<file path="src/rtl/fp_int_to_float_if.sv">
// Start/Busy/Done handshake and operand/result bus for the int-to-float converter.
interface fp_int_to_float_if;
  logic        i_start;
  logic [31:0] i_a;
  logic        o_busy;
  logic        o_done;
  logic [31:0] o_result;

  modport master (output i_start, output i_a, input o_busy, input o_done, input o_result);
  modport slave  (input i_start, input i_a, output o_busy, output o_done, output o_result);
endinterface

</file>
<file path="src/rtl/fp_int_to_float.sv">
// Signed 32-bit integer to IEEE-754 single conversion, round-to-nearest-even,
// normalized one left shift per cycle.
module fp_int_to_float (
  input  logic              i_clk,
  input  logic              i_rst,
  fp_int_to_float_if.slave  bus
);
  localparam int unsigned W_INT  = 32;
  localparam int unsigned W_EXP  = 8;
  localparam int unsigned W_FRAC = 23;
  localparam logic [W_EXP-1:0] EXP_TOP = W_EXP'(158);

  typedef enum logic [2:0] {
    S_IDLE, S_LOAD, S_ZERO_CHECK, S_NORMALIZE, S_ROUND, S_PACK
  } state_t;

  state_t             r_state, w_state_nxt;
  logic [W_INT-1:0]   r_a, w_a_nxt;
  logic               r_sgn, w_sgn_nxt;
  logic [W_INT-1:0]   r_mag, w_mag_nxt;
  logic [W_EXP-1:0]   r_exp, w_exp_nxt;
  logic [W_FRAC-1:0]  r_frac, w_frac_nxt;
  logic [W_INT-1:0]   r_result, w_result_nxt;
  logic               r_busy, w_busy_nxt;
  logic               r_done, w_done_nxt;

  // Rounding: an all-ones fraction that increments wraps to zero and carries into the exponent.
  logic               w_inc;
  logic               w_carry;
  logic [W_FRAC-1:0]  w_frac_rnd;

  assign w_inc      = r_mag[7] & ((|r_mag[6:0]) | r_mag[8]);
  assign w_carry    = w_inc & (&r_mag[30:8]);
  assign w_frac_rnd = r_mag[30:8] + W_FRAC'(w_inc);

  always_ff @(posedge i_clk) begin
    if (i_rst) begin
      r_state  <= S_IDLE;
      r_a      <= '0;
      r_sgn    <= 1'b0;
      r_mag    <= '0;
      r_exp    <= '0;
      r_frac   <= '0;
      r_result <= '0;
      r_busy   <= 1'b0;
      r_done   <= 1'b0;
    end else begin
      r_state  <= w_state_nxt;
      r_a      <= w_a_nxt;
      r_sgn    <= w_sgn_nxt;
      r_mag    <= w_mag_nxt;
      r_exp    <= w_exp_nxt;
      r_frac   <= w_frac_nxt;
      r_result <= w_result_nxt;
      r_busy   <= w_busy_nxt;
      r_done   <= w_done_nxt;
    end
  end

  always_comb begin
    w_state_nxt  = r_state;
    w_a_nxt      = r_a;
    w_sgn_nxt    = r_sgn;
    w_mag_nxt    = r_mag;
    w_exp_nxt    = r_exp;
    w_frac_nxt   = r_frac;
    w_result_nxt = r_result;
    w_done_nxt   = 1'b0;

    case (r_state)
      S_IDLE: begin
        if (bus.i_start) begin
          w_a_nxt     = bus.i_a;
          w_state_nxt = S_LOAD;
        end
      end
      S_LOAD: begin
        // Negating 0x80000000 yields 0x80000000, which is exactly 2^31 unsigned.
        w_sgn_nxt   = r_a[W_INT-1];
        w_mag_nxt   = r_a[W_INT-1] ? W_INT'(-r_a) : r_a;
        w_exp_nxt   = EXP_TOP;
        w_state_nxt = S_ZERO_CHECK;
      end
      S_ZERO_CHECK: begin
        if (r_mag == '0) begin
          w_result_nxt = '0;
          w_done_nxt   = 1'b1;
          w_state_nxt  = S_IDLE;
        end else begin
          w_state_nxt  = S_NORMALIZE;
        end
      end
      S_NORMALIZE: begin
        if (r_mag[W_INT-1]) begin
          w_state_nxt = S_ROUND;
        end else begin
          w_mag_nxt = {r_mag[W_INT-2:0], 1'b0};
          w_exp_nxt = r_exp - W_EXP'(1);
        end
      end
      S_ROUND: begin
        w_frac_nxt  = w_frac_rnd;
        w_exp_nxt   = w_carry ? r_exp + W_EXP'(1) : r_exp;
        w_state_nxt = S_PACK;
      end
      S_PACK: begin
        w_result_nxt = {r_sgn, r_exp, r_frac};
        w_done_nxt   = 1'b1;
        w_state_nxt  = S_IDLE;
      end
      default: w_state_nxt = S_IDLE;
    endcase

    w_busy_nxt = (w_state_nxt != S_IDLE);
  end

  assign bus.o_busy   = r_busy;
  assign bus.o_done   = r_done;
  assign bus.o_result = r_result;
endmodule

</file>
<file path="src/flat_wrapper.sv">
// flat-port wrapper written by rule: the top's interface ports become plain ports
module fp_int_to_float_flat 
  (i_clk, i_rst, bus_i_start, bus_i_a, bus_o_busy, bus_o_done, bus_o_result);
  fp_int_to_float_if bus_i ();
  input  logic i_clk;
  input  logic i_rst;
  input wire logic [$bits(bus_i.i_start)-1:0] bus_i_start;
  input wire logic [$bits(bus_i.i_a)-1:0] bus_i_a;
  output wire logic [$bits(bus_i.o_busy)-1:0] bus_o_busy;
  output wire logic [$bits(bus_i.o_done)-1:0] bus_o_done;
  output wire logic [$bits(bus_i.o_result)-1:0] bus_o_result;
  assign bus_i.i_start = bus_i_start;
  assign bus_i.i_a = bus_i_a;
  assign bus_o_busy = bus_i.o_busy;
  assign bus_o_done = bus_i.o_done;
  assign bus_o_result = bus_i.o_result;
  fp_int_to_float u_core (.i_clk(i_clk), .i_rst(i_rst), .bus(bus_i));
endmodule
</file>
<file path="config.mk">
export PLATFORM = sky130hd
export DESIGN_NAME = fp_int_to_float_flat
export DESIGN_NICKNAME = d
export VERILOG_FILES = /design/src/rtl/fp_int_to_float_if.sv /design/src/rtl/fp_int_to_float.sv /design/src/flat_wrapper.sv
export SDC_FILE = /design/constraint.sdc
export NUM_CORES = 1
export LEC_CHECK = 0
export ABC_AREA = 0
export ABC_CLOCK_PERIOD_IN_PS = 2700
export CORE_AREA = 5 5 150 152
export DETAILED_ROUTE_END_ITERATION = 10
export DIE_AREA = 0 0 155 157
export HOLD_SLACK_MARGIN = 0.15
export MAX_ROUTING_LAYER = met4
export PLACE_DENSITY = 0.5
export SKIP_CTS_REPAIR_TIMING = 1
export SLEW_MARGIN = 15
export SYNTH_ARGS = -nofsm -noshare
export SYNTH_HDL_FRONTEND = slang
export SYNTH_SLANG_ARGS = --single-unit
</file>
<file path="constraint.sdc">
create_clock -name i_clk -period 2.7 [get_ports i_clk]
set_input_delay 0.54 -clock i_clk [delete_from_list [all_inputs] [get_ports i_clk]]
set_output_delay 0.54 -clock i_clk [all_outputs]
set_load 0.01 [all_outputs]
</file>
# --- Word level (Yosys, flattened, before mapping) ---
# Index checks and enable logic that the tools add are counted.
op_classes:
  bitwise_logic: 3
  add_sub_neg: 4
  n_mux: 14
  n_reduce_logical: 12
  eq_ne: 8
op_table:
  columns: ["op", "count"]
  rows:
  - ["$pmux W32 S2", 2]
  - ["$mux W32", 3]
  - ["$logic_not A32 Y1", 1]
  - ["$neg A32 Y32", 1]
  - ["$pmux W8 S3", 1]
  - ["$add A23 B1 Y23", 1]
  - ["$reduce_and A23 Y1", 1]
  - ["$mux W8", 2]
  - ["$pmux W3 S5", 1]
  - ["$add A8 B1 Y8 const B", 1]
  - ["$sub A8 B1 Y8 const B", 1]
  - ["$reduce_or A7 Y1", 1]
  - ["$eq A3 B2 Y1 const B", 2]
  - ["$eq A3 B3 Y1 const B", 2]
  - ["$mux W3", 2]
  - ["$reduce_and A2 Y1", 3]
  - ["$reduce_bool A3 Y1", 2]
  - ["$ne A2 B1 Y1 const B", 2]
  - ["$reduce_bool A2 Y1", 2]
  - ["$eq A3 B1 Y1 const B", 1]
  - ["$logic_not A3 Y1", 1]
  - ["$reduce_and A3 Y1", 1]
  - ["$and A1 B1 Y1", 2]
  - ["$mux W2", 1]
  - ["4 further kinds", 4]
word_totals:
  word_cells: 51
  out_inout_bits: 34
  inputBits: 35
  regBits: 133

# --- Depth between registers and ports, before layout ---
logic_depth:
  depth_word: 6
  mapped_depth: 12
  mapped_depth_nobuf: 10

# --- Worst setup path before layout ---
# Ideal clock, no wire load.
synth_timing:
  path_kind: "reg-to-reg"
  start: "register u_core.r_state[1]"
  end: "register u_core.r_exp[6]"
  t_required_ns: 2.572
  setup_ns: 0.128
  n_path_buf: 2
  path_slack_ns: 0.229
  arrival_ns: 2.343
  stages_incl_launch_ff: 13
  period_less_slack_ns: 2.471
  cell_sequence: "dfxtp_1 clkbuf_1 nor2_1 and2_1 buf_2 inv_2 fa_1 a21o_1 a311o_1 a21oi_1 xnor2_1 a22oi_1 nor2_1"
synth_via:
  elab_chain_len: 3
  elab_cells_between_ends: 8
  classes_between: "eq/ne: 5; mux: 1; reduce/logical: 2"
synth_lines:
  columns: ["item", "line", "source"]
  rows:
  - ["start, declared", "fp_int_to_float.sv:17", "state_t r_state, w_state_nxt;"]
  - ["start signal, assigned", "fp_int_to_float.sv:48", "r_state <= w_state_nxt;"]
  - ["$eq A3 B2 Y1, or another cell as far along", "fp_int_to_float.sv:70", "case (r_state)"]
  - ["$ne A2 B2 Y1 (no line), or another cell as far along", null, null]
  - ["$reduce_and A3 Y1 (no line)", null, null]
  - ["end signal, assigned", "fp_int_to_float.sv:52", "r_exp <= w_exp_nxt;"]
  - ["end, declared", "fp_int_to_float.sv:21", "logic [W_EXP-1:0] r_exp, w_exp_nxt;"]
# Parallel ways exist; a longest one is shown, timed or not.
# A chain may end at the register's enable or synchronous reset.

# --- Final worst setup path ---
layout_timing:
  start: "register u_core.r_a[0]"
  end: "register u_core.r_mag[28]"
layout_via:
  elab_chain_len: 3
layout_lines:
  columns: ["item", "line", "source"]
  rows:
  - ["start, declared", "fp_int_to_float.sv:18", "logic [W_INT-1:0] r_a, w_a_nxt;"]
  - ["start signal, assigned", "fp_int_to_float.sv:49", "r_a <= w_a_nxt;"]
  - ["$neg A32 Y32", "fp_int_to_float.sv:80", "w_mag_nxt = r_a[W_INT-1] ? W_INT'(-r_a) : r_a;"]
  - ["$mux W32", "fp_int_to_float.sv:80", null]
  - ["$pmux W32 S2", "fp_int_to_float.sv:70", null]
  - ["end signal, assigned", "fp_int_to_float.sv:51", "r_mag <= w_mag_nxt;"]
  - ["end, declared", "fp_int_to_float.sv:20", "logic [W_INT-1:0] r_mag, w_mag_nxt;"]
# No other way between the ends.

==> run_results.csv <==
group,metric,value,unit
outcome,outcome,"finished, final reports clean",
clock_tree,clockBufferDepth,2,
yosys,syn_avg_cell_area,8.536,um^2
timing,tns,0,ns
clock_tree,cts_max_level,4,
yosys,synthArstFlopShare,0,
setup_path,cpLargestDelayFamily,"simple AND/OR/NAND/NOR gates",
setup_path,crit_path_end,"u_core.r_mag[28]",
pwr,ir_drop,397.0,uV
detailed_routing,drt_iter0_drc,265,
floorplan,dieArea,24340,um^2
layout,fin_nets,820,
setup_path,critical_path_required,2.97,ns
timing,relSlewSlack,0.4153,
floorplan,die_x,155,um
timing,rsz0062_at_grt,"no",
clock_tree,cts-root-buf,"clkbuf_16",
layout,multi_input_area,3252,um^2
detailed_routing,viasPerCell,4.819,
timing,skew,0.01057,ns
timing,hold_viol_final,0,
setup_path,cpPeakStageDelay,0.60,ns
timing,worstMarginPinSlew,0.8761,ns
floorplan,coreArea,20890,um^2
floorplan,ios,69,
placement,place_hpwl,11.04,mm
min_path,whs_path_depth,2,
yosys,yosys.area.top_type,"dfxtp_1",
setup_path,timing.rr.end,"u_core.r_mag[28]",
yosys,ys.flop_type,"dfxtp_1",
yosys,syn_area,6137,um^2
yosys,syn-instance-count,719,
timing,post-route-min-period,2.541,ns
detailed_routing,first_pass_iters,5,
placement,io_buffers,68,
timing,finalSetupViolCount,0,
min_path,hold_class,"primary input to flop",
setup_path,r2r_start,"u_core.r_a[0]",
setup_path,arrival,2.81,ns
layout,final_core_util,0.3691,
clock_tree,cts.sinks,133,
layout,n_antenna_cell,0,
yosys,yosysUniqueCellTypes,59,
timing,drv_slew,0,
setup_path,worst-path-buf-inv,1,
clock_tree,cts_tree,"done",
layout,drive_gt1_frac,0.09276,
setup_path,worstPathCellList,"inv_1 > ha_1 > nor3b_1 > nand4_2 > or4b_4 > o41ai_2 > xor2_1 > o22ai_1",
clock_tree,clkLatencyLatePin,0.42,ns
grt,grt_pass1_wl,25.95,mm
placement,gp_congestion,0.8178,
setup_path,crit_start,"u_core.r_a[0]",
yosys,synth-seq-cells,133,
detailed_routing,antenna_left,0,
setup_path,startpoint_type,"flop",
detailed_routing,wl_per_cell,14.57,um
setup_path,r2r_slack,0.16,ns
grt,grt_max_degree,59,
setup_path,path_max_fanout,5,
timing,min_period_over_period,0.9411,
yosys,synth_area_leaders,"dfxtp_1 (43%), nand2_1 (6.8%), a21oi_1 (5.3%)",
layout,ff_latch_area,2663,um^2
yosys,syn-num-nets,763,
floorplan,initial_utilization,0.2938,
pwr,leakagePower,2.711,nW
clock_tree,cts_made_buffers,17,
pwr,power.density,824.8,nW/um^2
yosys,synth-edff-count,0,
setup_path,r2r_cells,8,
timing,fmax,0.3935,GHz
detailed_routing,drcViolationCount,0,
setup_path,critical-path-slowest-cell,"or4b_4",
job,cap_violations,0,
grt,grt_pass1_vias,4948,
setup_path,end_kind,"flop",
yosys,yosysWarnings,0,
floorplan,fp.dieH,157,um
floorplan,rows,53,
grt,antenna_found_initial,0,
layout,fillers,2213,
yosys,yosysSeqAreaShare,0.4338,
grt,groute.usage.overall,0.1348,
grt,grt.overflow.total,0,
setup_path,cp_num_cells,8,
layout,syn_to_final_growth,25.63,%
detailed_routing,routed_wl,15.48,mm
clock_tree,path_clk_slew,0.06,ns
yosys,yosysTopAreaCellShare,0.4338,
setup_path,path_class,"flop to flop",
detailed_routing,vias,5118,
-- cell usage after synthesis, types with 13 or more instances --
library cell    n
a211oi_1       23
a21oi_1        65
a22o_1         34
a22oi_1        23
clkbuf_1       41
dfxtp_1       133
nand2_1       111
nor2_1         59
nor4_1         13
o21ai_0        16
xnor2_1        27
xor2_1         25
-- cell families after synthesis --
| logic type | count (synthesis) | share of synthesized area |
|---|---|---|
| multiplexers | 3 | 0.004893 |
| adder cells (fa/ha/maj) | 9 | 0.01957 |
| XOR/XNOR | 52 | 0.07421 |
| AND/OR/NAND/NOR | 251 | 0.1965 |
| buffers and inverters | 62 | 0.03975 |
| flip-flops | 133 | 0.4338 |
| AO/OA/AOI/OAI | 209 | 0.2312 |
-- power breakdown --
part	total [mW]	switching, mW	internal, mW
sequential	2.42	0.254	2.16
clock	2.26	0.831	1.43
combinational	1.68	0.975	0.707
-- how the worst min path moves through the flow --
stage / start / endpoint / slack, ns
6_report: i_rst / u_core.r_exp[0] / 0.45
5_1_grt: i_rst / u_core.r_exp[0] / 0.45
4_1_cts: i_rst / u_core.r_exp[0] / 0.43
3_5_place_dp: u_core.r_frac[14] / u_core.bus.o_result[14] / 0.45
3_3_place_gp: u_core.r_frac[6] / u_core.bus.o_result[6] / 0.45
2_1_floorplan: u_core.r_frac[1] / u_core.r_frac[1] / 0.44
-- metrics by stage --
stage | hold WS (ns) | area (um^2) | power (mW) | setup slack [ns] | std cells
floorplan | 0.4360 | 6137 | 3.648 | 0.2291 | 719
global placement | 0.4489 | 7141 | 4.145 | 0.2792 | 1032
detailed placement | 0.4544 | 7141 | 4.153 | 0.1880 | 1032
CTS | 0.4297 | 7710 | 6.446 | 0.1643 | 1062
global route | 0.4483 | 7710 | 6.773 | 0.02246 | 1062
finish | 0.4510 | 7710 | 6.359 | 0.1590 | 1062
-- layout make-up --
cell class	count	area share
multi-input cells	524	0.4218
flip-flops and latches	133	0.3453
repair buffers	91	0.1100
clock buffers	19	0.05615
well taps	275	0.04463
clock inverters	11	0.01769
inverters	9	0.004382
-- layer usage --
metal	vias to the layer above	global-route usage	part of all wire
met5	-	-	0
met4	0	0.03280	0.0091
met3	9	0.03629	0.042
met2	92	0.1938	0.43
met1	2311	0.1880	0.52
li1	2706	-	-
-- cell usage in the layout (no fill, tap or decap), types with 6 or more instances in the layout --
cell type        count
dfxtp_1            133
nand2_1            111
clkdlybuf4s50_1     67
a21oi_1             65
nor2_1              57
a22o_1              34
xnor2_1             27
xor2_1              25
a211oi_1            23
a22oi_1             23
buf_4               23
clkbuf_16           17
o21ai_0             16
nor4_1              13
o22ai_1             12
nor3_1              11
nand3_1             10
nand4_1              9
and2_1               8
inv_1                8
a31oi_1              8
ha_1                 8
clkinv_2             6
-- flip-flops by register name, indices dropped and copies added, names as in the netlist --
| name | count |
|---|---|
| u_core.bus.o_busy | 1 |
| u_core.bus.o_done | 1 |
| u_core.bus.o_result | 32 |
| u_core.r_a | 32 |
| u_core.r_exp | 8 |
| u_core.r_frac | 23 |
| u_core.r_mag | 32 |
| u_core.r_sgn | 1 |
| u_core.r_state | 3 |
No activity file was read; power rests on OpenSTA's default activity.
